## src/rtl/shift_rotate_unit_pkg.sv

```systemverilog
// shift_rotate_unit_pkg: shared op/state encodings and FLAGS bit positions for the shift/rotate unit
package shift_rotate_unit_pkg;
    typedef enum logic [2:0] {SHL, SHR, SAR, ROL, ROR, RCL, RCR} ShiftOp_t;
    typedef enum logic [1:0] {IDLE, RUN, DONE} state_t;
    localparam int CF_IDX = 0;
    localparam int PF_IDX = 2;
    localparam int AF_IDX = 4;
    localparam int ZF_IDX = 6;
    localparam int SF_IDX = 7;
    localparam int OF_IDX = 11;
endpackage

```

## src/rtl/shift_step.sv

```systemverilog
// shift_step: applies k (0..STEP) single-bit shift/rotate steps to {CF, value}
module shift_step
    import shift_rotate_unit_pkg::*;
#(
    parameter int WIDTH = 16,
    parameter int STEP  = 1
) (
    input  ShiftOp_t         op,
    input  logic             is_8_bit,
    input  logic [3:0]       k,
    input  logic             cf,
    input  logic [WIDTH-1:0] val,
    output logic             next_cf,
    output logic [WIDTH-1:0] next_val
);
    function automatic logic [WIDTH:0] step1(ShiftOp_t o, logic b8, logic [WIDTH:0] s);
        logic [WIDTH-1:0] v, msk, top;
        logic c, msb, left, fill;
        {c, v} = s;
        msk  = b8 ? WIDTH'(8'hFF) : '1;
        top  = b8 ? WIDTH'(8'h80) : WIDTH'(1) << (WIDTH - 1);
        msb  = |(v & top);
        left = o inside {SHL, ROL, RCL};
        case (o)
            SAR, ROL: fill = msb;
            ROR:      fill = v[0];
            RCL, RCR: fill = c;
            default:  fill = 1'b0;
        endcase
        if (o > RCR) return s;
        return left ? {msb, ((v << 1) | WIDTH'(fill)) & msk}
                    : {v[0], (v >> 1) | (fill ? top : '0)};
    endfunction

    always_comb begin
        logic [WIDTH:0] s;
        s = {cf, val};
        for (int i = 0; i < STEP; i++) s = (4'(i) < k) ? step1(op, is_8_bit, s) : s;
        {next_cf, next_val} = s;
    end
endmodule

```

## src/rtl/shift_rotate_unit.sv

```systemverilog
// shift_rotate_unit: iterative multi-cycle shift/rotate unit with start/busy/done handshake
module shift_rotate_unit
    import shift_rotate_unit_pkg::*;
#(
    parameter int WIDTH      = 16,
    parameter int STEP       = 1,
    parameter bit MASK_COUNT = 1
) (
    input  logic             clk,
    input  logic             reset_n,
    input  logic             start,
    input  logic             flush,
    input  ShiftOp_t         op,
    input  logic             is_8_bit,
    input  logic [WIDTH-1:0] a,
    input  logic [7:0]       count,
    input  logic [15:0]      flags_in,
    output logic             busy,
    output logic             done,
    output logic [WIDTH-1:0] out,
    output logic [15:0]      flags_out
);
    state_t           state;
    ShiftOp_t         op_r;
    logic             b8_r, cf, next_cf;
    logic [WIDTH-1:0] a_r, val, next_val, a_m;
    logic [7:0]       rem, n;
    logic [3:0]       k;
    logic [15:0]      fl_r, new_flags;
    logic             a_msb, a_msb2, r_msb;

    assign n    = MASK_COUNT ? {3'b0, count[4:0]} : count;
    assign a_m  = is_8_bit ? WIDTH'(a[7:0]) : a;
    assign k    = (rem < 8'(STEP)) ? rem[3:0] : 4'(STEP);
    assign busy = state != IDLE;

    shift_step #(.WIDTH(WIDTH), .STEP(STEP)) u_step (
        .op(op_r), .is_8_bit(b8_r), .k(k), .cf(cf), .val(val),
        .next_cf(next_cf), .next_val(next_val)
    );

    // Flags for the final step; OF is defined from the original operand, not the last step
    always_comb begin
        a_msb  = b8_r ? a_r[7] : a_r[WIDTH-1];
        a_msb2 = b8_r ? a_r[6] : a_r[WIDTH-2];
        r_msb  = b8_r ? next_val[7] : next_val[WIDTH-1];
        new_flags         = fl_r;
        new_flags[CF_IDX] = next_cf;
        new_flags[SF_IDX] = r_msb;
        new_flags[ZF_IDX] = next_val == '0;
        new_flags[PF_IDX] = ~^next_val[7:0];
        new_flags[OF_IDX] = (op_r == SHL) ? a_msb ^ r_msb :
                            (op_r == SHR) ? a_msb :
                            (op_r inside {ROL, RCL}) ? a_msb ^ a_msb2 :
                            (op_r == ROR) ? a_msb ^ a_r[0] :
                            (op_r == RCR) ? a_msb ^ fl_r[CF_IDX] : 1'b0;
    end

    always_ff @(posedge clk or negedge reset_n) begin
        if (!reset_n) begin
            state     <= IDLE;
            done      <= 1'b0;
            out       <= '0;
            flags_out <= '0;
            op_r      <= SHL;
            b8_r      <= 1'b0;
            a_r       <= '0;
            val       <= '0;
            cf        <= 1'b0;
            rem       <= '0;
            fl_r      <= '0;
        end else begin
            done <= 1'b0;
            if (flush) begin
                state <= IDLE;
            end else if (state == RUN) begin
                val <= next_val;
                cf  <= next_cf;
                rem <= rem - 8'(k);
                if (rem == 8'(k)) begin
                    state     <= DONE;
                    done      <= 1'b1;
                    out       <= next_val;
                    flags_out <= new_flags;
                end
            end else if (start) begin
                op_r <= op;
                b8_r <= is_8_bit;
                a_r  <= a_m;
                val  <= a_m;
                cf   <= flags_in[CF_IDX];
                rem  <= n;
                fl_r <= flags_in;
                if (n == 8'd0) begin
                    state     <= DONE;
                    done      <= 1'b1;
                    out       <= a_m;
                    flags_out <= flags_in;
                end else begin
                    state <= RUN;
                end
            end else begin
                state <= IDLE;
            end
        end
    end
endmodule

```

## config.mk

```make
export PLATFORM = sky130hd
export DESIGN_NAME = shift_rotate_unit
export DESIGN_NICKNAME = d
export VERILOG_FILES = /design/src/rtl/shift_rotate_unit_pkg.sv /design/src/rtl/shift_step.sv /design/src/rtl/shift_rotate_unit.sv
export SDC_FILE = /design/constraint.sdc
export NUM_CORES = 1
export LEC_CHECK = 0
export ABC_AREA = 1
export CAP_MARGIN = 20
export CORE_ASPECT_RATIO = 1.4
export CORE_UTILIZATION = 40
export DETAILED_ROUTE_END_ITERATION = 6
export GPL_TIMING_DRIVEN = 0
export REMOVE_ABC_BUFFERS = 1
export SLEW_MARGIN = 20
export SYNTH_ARGS = -nofsm -noshare
export SYNTH_HDL_FRONTEND = slang
export SYNTH_HIERARCHICAL = 1
export SYNTH_SLANG_ARGS = --single-unit
```

## constraint.sdc

```tcl
create_clock -name clk -period 4.75 [get_ports clk]
set_input_delay 0.475 -clock clk [delete_from_list [all_inputs] [get_ports clk]]
set_output_delay 0.475 -clock clk [all_outputs]
set_load 0.02 [all_outputs]
```

## Word level (Yosys, flattened, before mapping)

Index checks and enable logic that the tools add are counted.

| word-level totals | value |
|---|---|
| register bits after elaboration | 96 |
| output and inout bits | 34 |

| operators by class | value |
|---|---|
| add/subtract/negate cells | 1 |
| order comparisons | 3 |
| equal/unequal tests | 10 |
| muxes and demuxes | 43 |
| bitwise operators | 10 |
| reduce and logical (&&, ||, !) cells | 15 |

Operators with widths:

| kind | count |
|---|---|
| $mux 16 | 14 |
| $mux 17 | 4 |
| $and 16x16->16 | 2 |
| $logic_not 16->1 | 1 |
| $mux 1 | 16 |
| $mux 8 | 2 |
| $or 15x16->16 | 1 |
| $or 16x1->16 | 1 |
| $reduce_or 16->1 | 1 |
| $mux 2 | 5 |
| $eq 3x3->1 const B | 3 |
| $eq 8x4->1 | 1 |
| $logic_not 8->1 | 1 |
| $lt 8x1->1 const B | 1 |
| $reduce_bool 2->1 | 4 |
| $reduce_xnor 8->1 | 1 |
| $sub 8x4->8 | 1 |
| $eq 3x2->1 const B | 2 |
| $lt 1x4->1 const A | 1 |
| $mux 4 | 1 |
| $reduce_and 4->1 | 1 |
| $reduce_or 2->1 | 2 |
| $xor 1x1->1 | 4 |
| $eq 3x1->1 const B | 1 |
| other kinds (10) | 11 |

## Depth between registers and ports, before layout

| logic depth | value |
|---|---|
| depth after elaboration | 14 |
| mapped depth | 20 |
| gate-level depth less buffers | 20 |

## By module

Netlist, hierarchy kept.

Modules (own cells, without submodules):

| module | instances | cells each | area an instance (um^2) |
|---|---|---|---|
| shift_rotate_unit | 1 | 526 | 3976.3 |
| shift_step | 1 | 121 | 559.3 |

## Least setup slack after synthesis

Ideal clock, no wire load.

| timing path | value |
|---|---|
| path kind | register to register |
| start | reg rem[4] |
| end | reg flags_out[2] |
| setup time | 0.116 ns |
| arrival | 2.176 ns |
| data required time | 4.634 ns |
| slack | 2.457 ns |
| cell stages (with the launch flop) | 19 |
| cells stage by stage | dfrtp_1 nor2_2 nand3_2 nor2_2 nand2_1 nor2_1 nand2_1 nand2_2 buf_2 a21oi_1 a21oi_1 inv_1 ha_1 xnor2_1 nand2_1 nand2_1 o21ai_0 nand2_1 nand2_1 |

| on the way | value |
|---|---|
| longest elaborated chain between the ends | 7 |
| elaborated cells between the ends (all ways) | 10 |
| classes of those cells | order compare: 2; eq/ne: 2; mux: 4; reduce/logical: 2 |

Ends and longest elaborated chain:

| item | line | text |
|---|---|---|
| from (decl) | shift_rotate_unit.sv:27 | `logic [7:0] rem, n;` |
| from (signal assigned) | shift_rotate_unit.sv:79 | `rem <= rem - 8'(k);` |
| from (signal assigned) | shift_rotate_unit.sv:92 | `rem <= n;` |
| $lt 8x1->1 | shift_rotate_unit.sv:34 | `assign k = (rem < 8'(STEP)) ? rem[3:0] : 4'(STEP);` |
| $mux 4 | shift_rotate_unit.sv:34 |  |
| net k[0] | shift_rotate_unit.sv:28 | `logic [3:0] k;` |
| $lt 1x4->1 | shift_step.sv:38 | `for (int i = 0; i < STEP; i++) s = (4'(i) < k) ? step1(op, is_8_bit, s) : s;` |
| $mux 17 | shift_step.sv:38 |  |
| net next_val[6] | shift_rotate_unit.sv:26 | `logic [WIDTH-1:0] a_r, val, next_val, a_m;` |
| $reduce_xnor 8->1 | shift_rotate_unit.sv:51 | `new_flags[PF_IDX] = ~^next_val[7:0];` |
| $mux 16 | shift_rotate_unit.sv:80 | `if (rem == 8'(k)) begin` |
| $mux 16 | shift_rotate_unit.sv:76 | `end else if (state == RUN) begin` |
| to (signal assigned) | shift_rotate_unit.sv:84 | `flags_out <= new_flags;` |
| to (signal assigned) | shift_rotate_unit.sv:98 | `flags_out <= flags_in;` |
| to (decl) | shift_rotate_unit.sv:21 | `output logic [15:0] flags_out` |

The timed path passes the listed nets, and every way through them passes these cells. The select of a mux whose other input is x is not followed.
A chain may end at the register's enable or synchronous reset.

## Worst setup path in the final report

| timing path | value |
|---|---|
| start | reg state[1] |
| end | reg rem[0] |

| on the way | value |
|---|---|
| longest elaborated chain between the ends | 3 |
| elaborated cells between the ends (all ways) | 4 |
| classes of those cells | eq/ne: 1; mux: 1; reduce/logical: 2 |

Ends and longest elaborated chain:

| item | line | text |
|---|---|---|
| from (decl) | shift_rotate_unit.sv:23 | `state_t state;` |
| from (signal assigned) | shift_rotate_unit.sv:61 | `state <= IDLE;` |
| from (signal assigned) | shift_rotate_unit.sv:75 | `state <= IDLE;` |
| from (signal assigned) | shift_rotate_unit.sv:81 | `state <= DONE;` |
| $eq 2x1->1 (*) | shift_rotate_unit.sv:76 |  |
| $reduce_bool 2->1 (no source line) | -- |  |
| $reduce_and 2->1 (no source line) | -- |  |

Mark *: on every way between the ends. The rest lies on a longest branch, timed or not.

==> reports/qor.yml <==
tightest_slew_ns: 0.896
timing.final.ws_setup_ns: 1.68
dpl_cell_area_sq_um: 5370
ys_seq_area_share_pct: 44.7
yosys.cell_types.count: 35
holdCritPathClass: "primary input to async pin"
drive_gt1_share_pct: 5.01
yosys.area.top_type_share_pct: 44.7
leakage_nw: 2.89
gr-total-overflow: 0
place_inst: 843
critical_path_class: "register to register"
area.growth.synth_to_final_pct: 25.2
finalCriticalPeriod_ns: 3.07
tns_ns: 0
die-width_microns: 92.0
n_antenna_cell: 0
ys_ff_latch: 81
rows: 45
ir_worst_vdd_v: 0.000267
die_y_microns: 128
end_kind: "register"
fin_skew_ns: 0.00601
via_per_inst: 4.86
drv_slew: 0
num_vias: 4176
power_density_nw_per_um2: 572
routedWlPerCell_microns: 12.9
avgSynthCellArea_sq_um: 7.01
ys_warn_count: 6
io_pins: 82
dp_hpwl_microns: 7480
fin_nets: 766
hold_violations: 0
routed_wl_microns: 11100
status: "complete, no violations"
period_share_pct: 64.5
netlist_area_sq_um: 4540
antenna_found_initial: 0
cts_buffers: 9
cp-start-kind: "register"
totalPowerFinal_mw: 3.25
clkSinkCount: 81
drtPass1Iterations: 6
cts_hold_buf: 0
clockRootBuffer: "clkbuf_16"
core_sq_um: 10900
setup_viol: 0
clockBufferDepth: 2
gp_congestion: 0.817
fin_area_sq_um: 5680
fmax_ghz: 0.326
layoutNonFillerInstCount: 859
ant_nets: 0
drv_cap: 0
ys_top_cells_by_area: "dfrtp_1 45%, nand2_1 22%, o21ai_0 6.4%"
worstSkewPairLatency_ns: 0.34
slew_headroom_pct: 40.1
clkTransAtPathRegs_ns: 0.07
cts_tree: "yes"
grt_usage_pct: 19.9
dieArea_sq_um: 11800
rsz0062_at_grt: "no"
arrival_ns: 3.25
grt_max_degree: 46
grt_pass1_wl_microns: 18600
postSynthCellCount: 647
drt_iter0_markers: 203
dp_slack_ns: 1.65
place.port_buffers: 78
hold_slack_ns: 0.117
drc: 0
utilization_pct: 52.0
ctsResizeCount: 0
htree_num_levels: 3
cp.required_ns: 4.94
grt_pass1_vias: 3968
crit_path_max_fanout: 31
synth_top_area_cell: "dfrtp_1"
start_util_pct: 41.5
post-cts-setup-buffers: 0
[sequential cells by signal, summed over array words and instances (netlist names)]
signal	flops
flags_out	16
out	16
val	16
fl_r	12
rem	8
a_r	5
op_r	3
state	2
b8_r	1
cf	1
done	1
[worst max-delay path, cell delays in order, from the launching register on]
cell and delay (ns):
dfrtp_1 0.40, nor2_4 0.61, nand2_1 0.20, nand2_1 0.72, inv_1 0.61, a21oi_1 0.27, a22oi_1 0.09
[cell usage in the layout, fill, tap and decap left out, types with 2 or more instances in the layout]
master / instances
a21oi_1: 20
a21oi_2: 2
a22oi_1: 2
a31oi_1: 3
clkbuf_16: 9
clkdlybuf4s50_1: 77
conb_1: 3
dfrtp_1: 81
ha_1: 5
inv_1: 69
inv_2: 4
inv_6: 3
nand2_1: 271
nand2_2: 3
nand3_1: 37
nand3_2: 2
nand3b_1: 2
nand4_1: 2
nor2_1: 33
nor2_2: 2
nor2_4: 2
nor3_1: 3
o21ai_0: 58
o21ai_1: 4
or2_0: 5
xor2_1: 2
[final cells by class]
type                    count  area (sq um)
fillers                  1132          5240
multi-input cells         467          2080
flip-flops and latches     81          2030
repair buffers             79           806
inverters                  75           283
clock buffers              10           239
well taps                 141           176
clock inverters             6          72.6
[cells in the mapped netlist (all sizes together)]
| library cell | instances |
|---|---|
| xnor2 | 1 |
| a22oi | 2 |
| inv | 73 |
| nand3 | 39 |
| clkinv | 2 |
| buf | 19 |
| xor2 | 2 |
| nand2 | 275 |
| a21oi | 22 |
| nor3 | 3 |
| clkbuf | 7 |
| o21bai | 1 |
| or2 | 6 |
| o21ai | 62 |
| nand4 | 2 |
| a31oi | 3 |
| nor2 | 37 |
| o21a | 1 |
| nand3b | 2 |
| dfrtp | 81 |
| ha | 5 |
| conb | 1 |
| o211ai | 1 |
[layer usage]
layer  vias to the layer above  part of all wire, %  routed length, microns  track usage [%]
li1                       2136                    -                       -                -
met1                      1966                   45                    4970             24.5
met2                        60                   50                    5560             34.8
met3                        14                  2.7                     297             3.44
met4                         0                  2.0                     219             6.89
met5                         -                    0                       0                0
[power breakdown]
| group | internal (mW) | switching (mW) |
|---|---|---|
| clock network | 0.428 | 0.302 |
| logic | 0.582 | 0.834 |
| registers | 0.929 | 0.175 |
[kinds of logic after synthesis]
kind of cell	Yosys count	synth area share [%]
AOI/OAI and AO/OA	92	10.7
xor gates and xnor gates	3	0.579
adders and majority gates	5	1.38
buffers and inverters	101	9.71
DFF	81	44.7
other	1	0.0827
and+or+nand+nor	364	32.9
[worst paths after layout]
check | from | end | slack (ns) | cells past startpoint
min reg2reg | flags_out[0] | flags_out[0] | 0.48 | 2
min in group clk | flags_out[0] | flags_out[0] | 0.48 | 2
max reg2reg | state[1] | rem[0] | 1.68 | 6
min | reset_n | out[9] | 0.12 | 1
max in group asynchronous | reset_n | fl_r[3] | 4.03 | 2
max | state[1] | rem[0] | 1.68 | 6
Note: power is estimated with default switching activity, not from simulation.
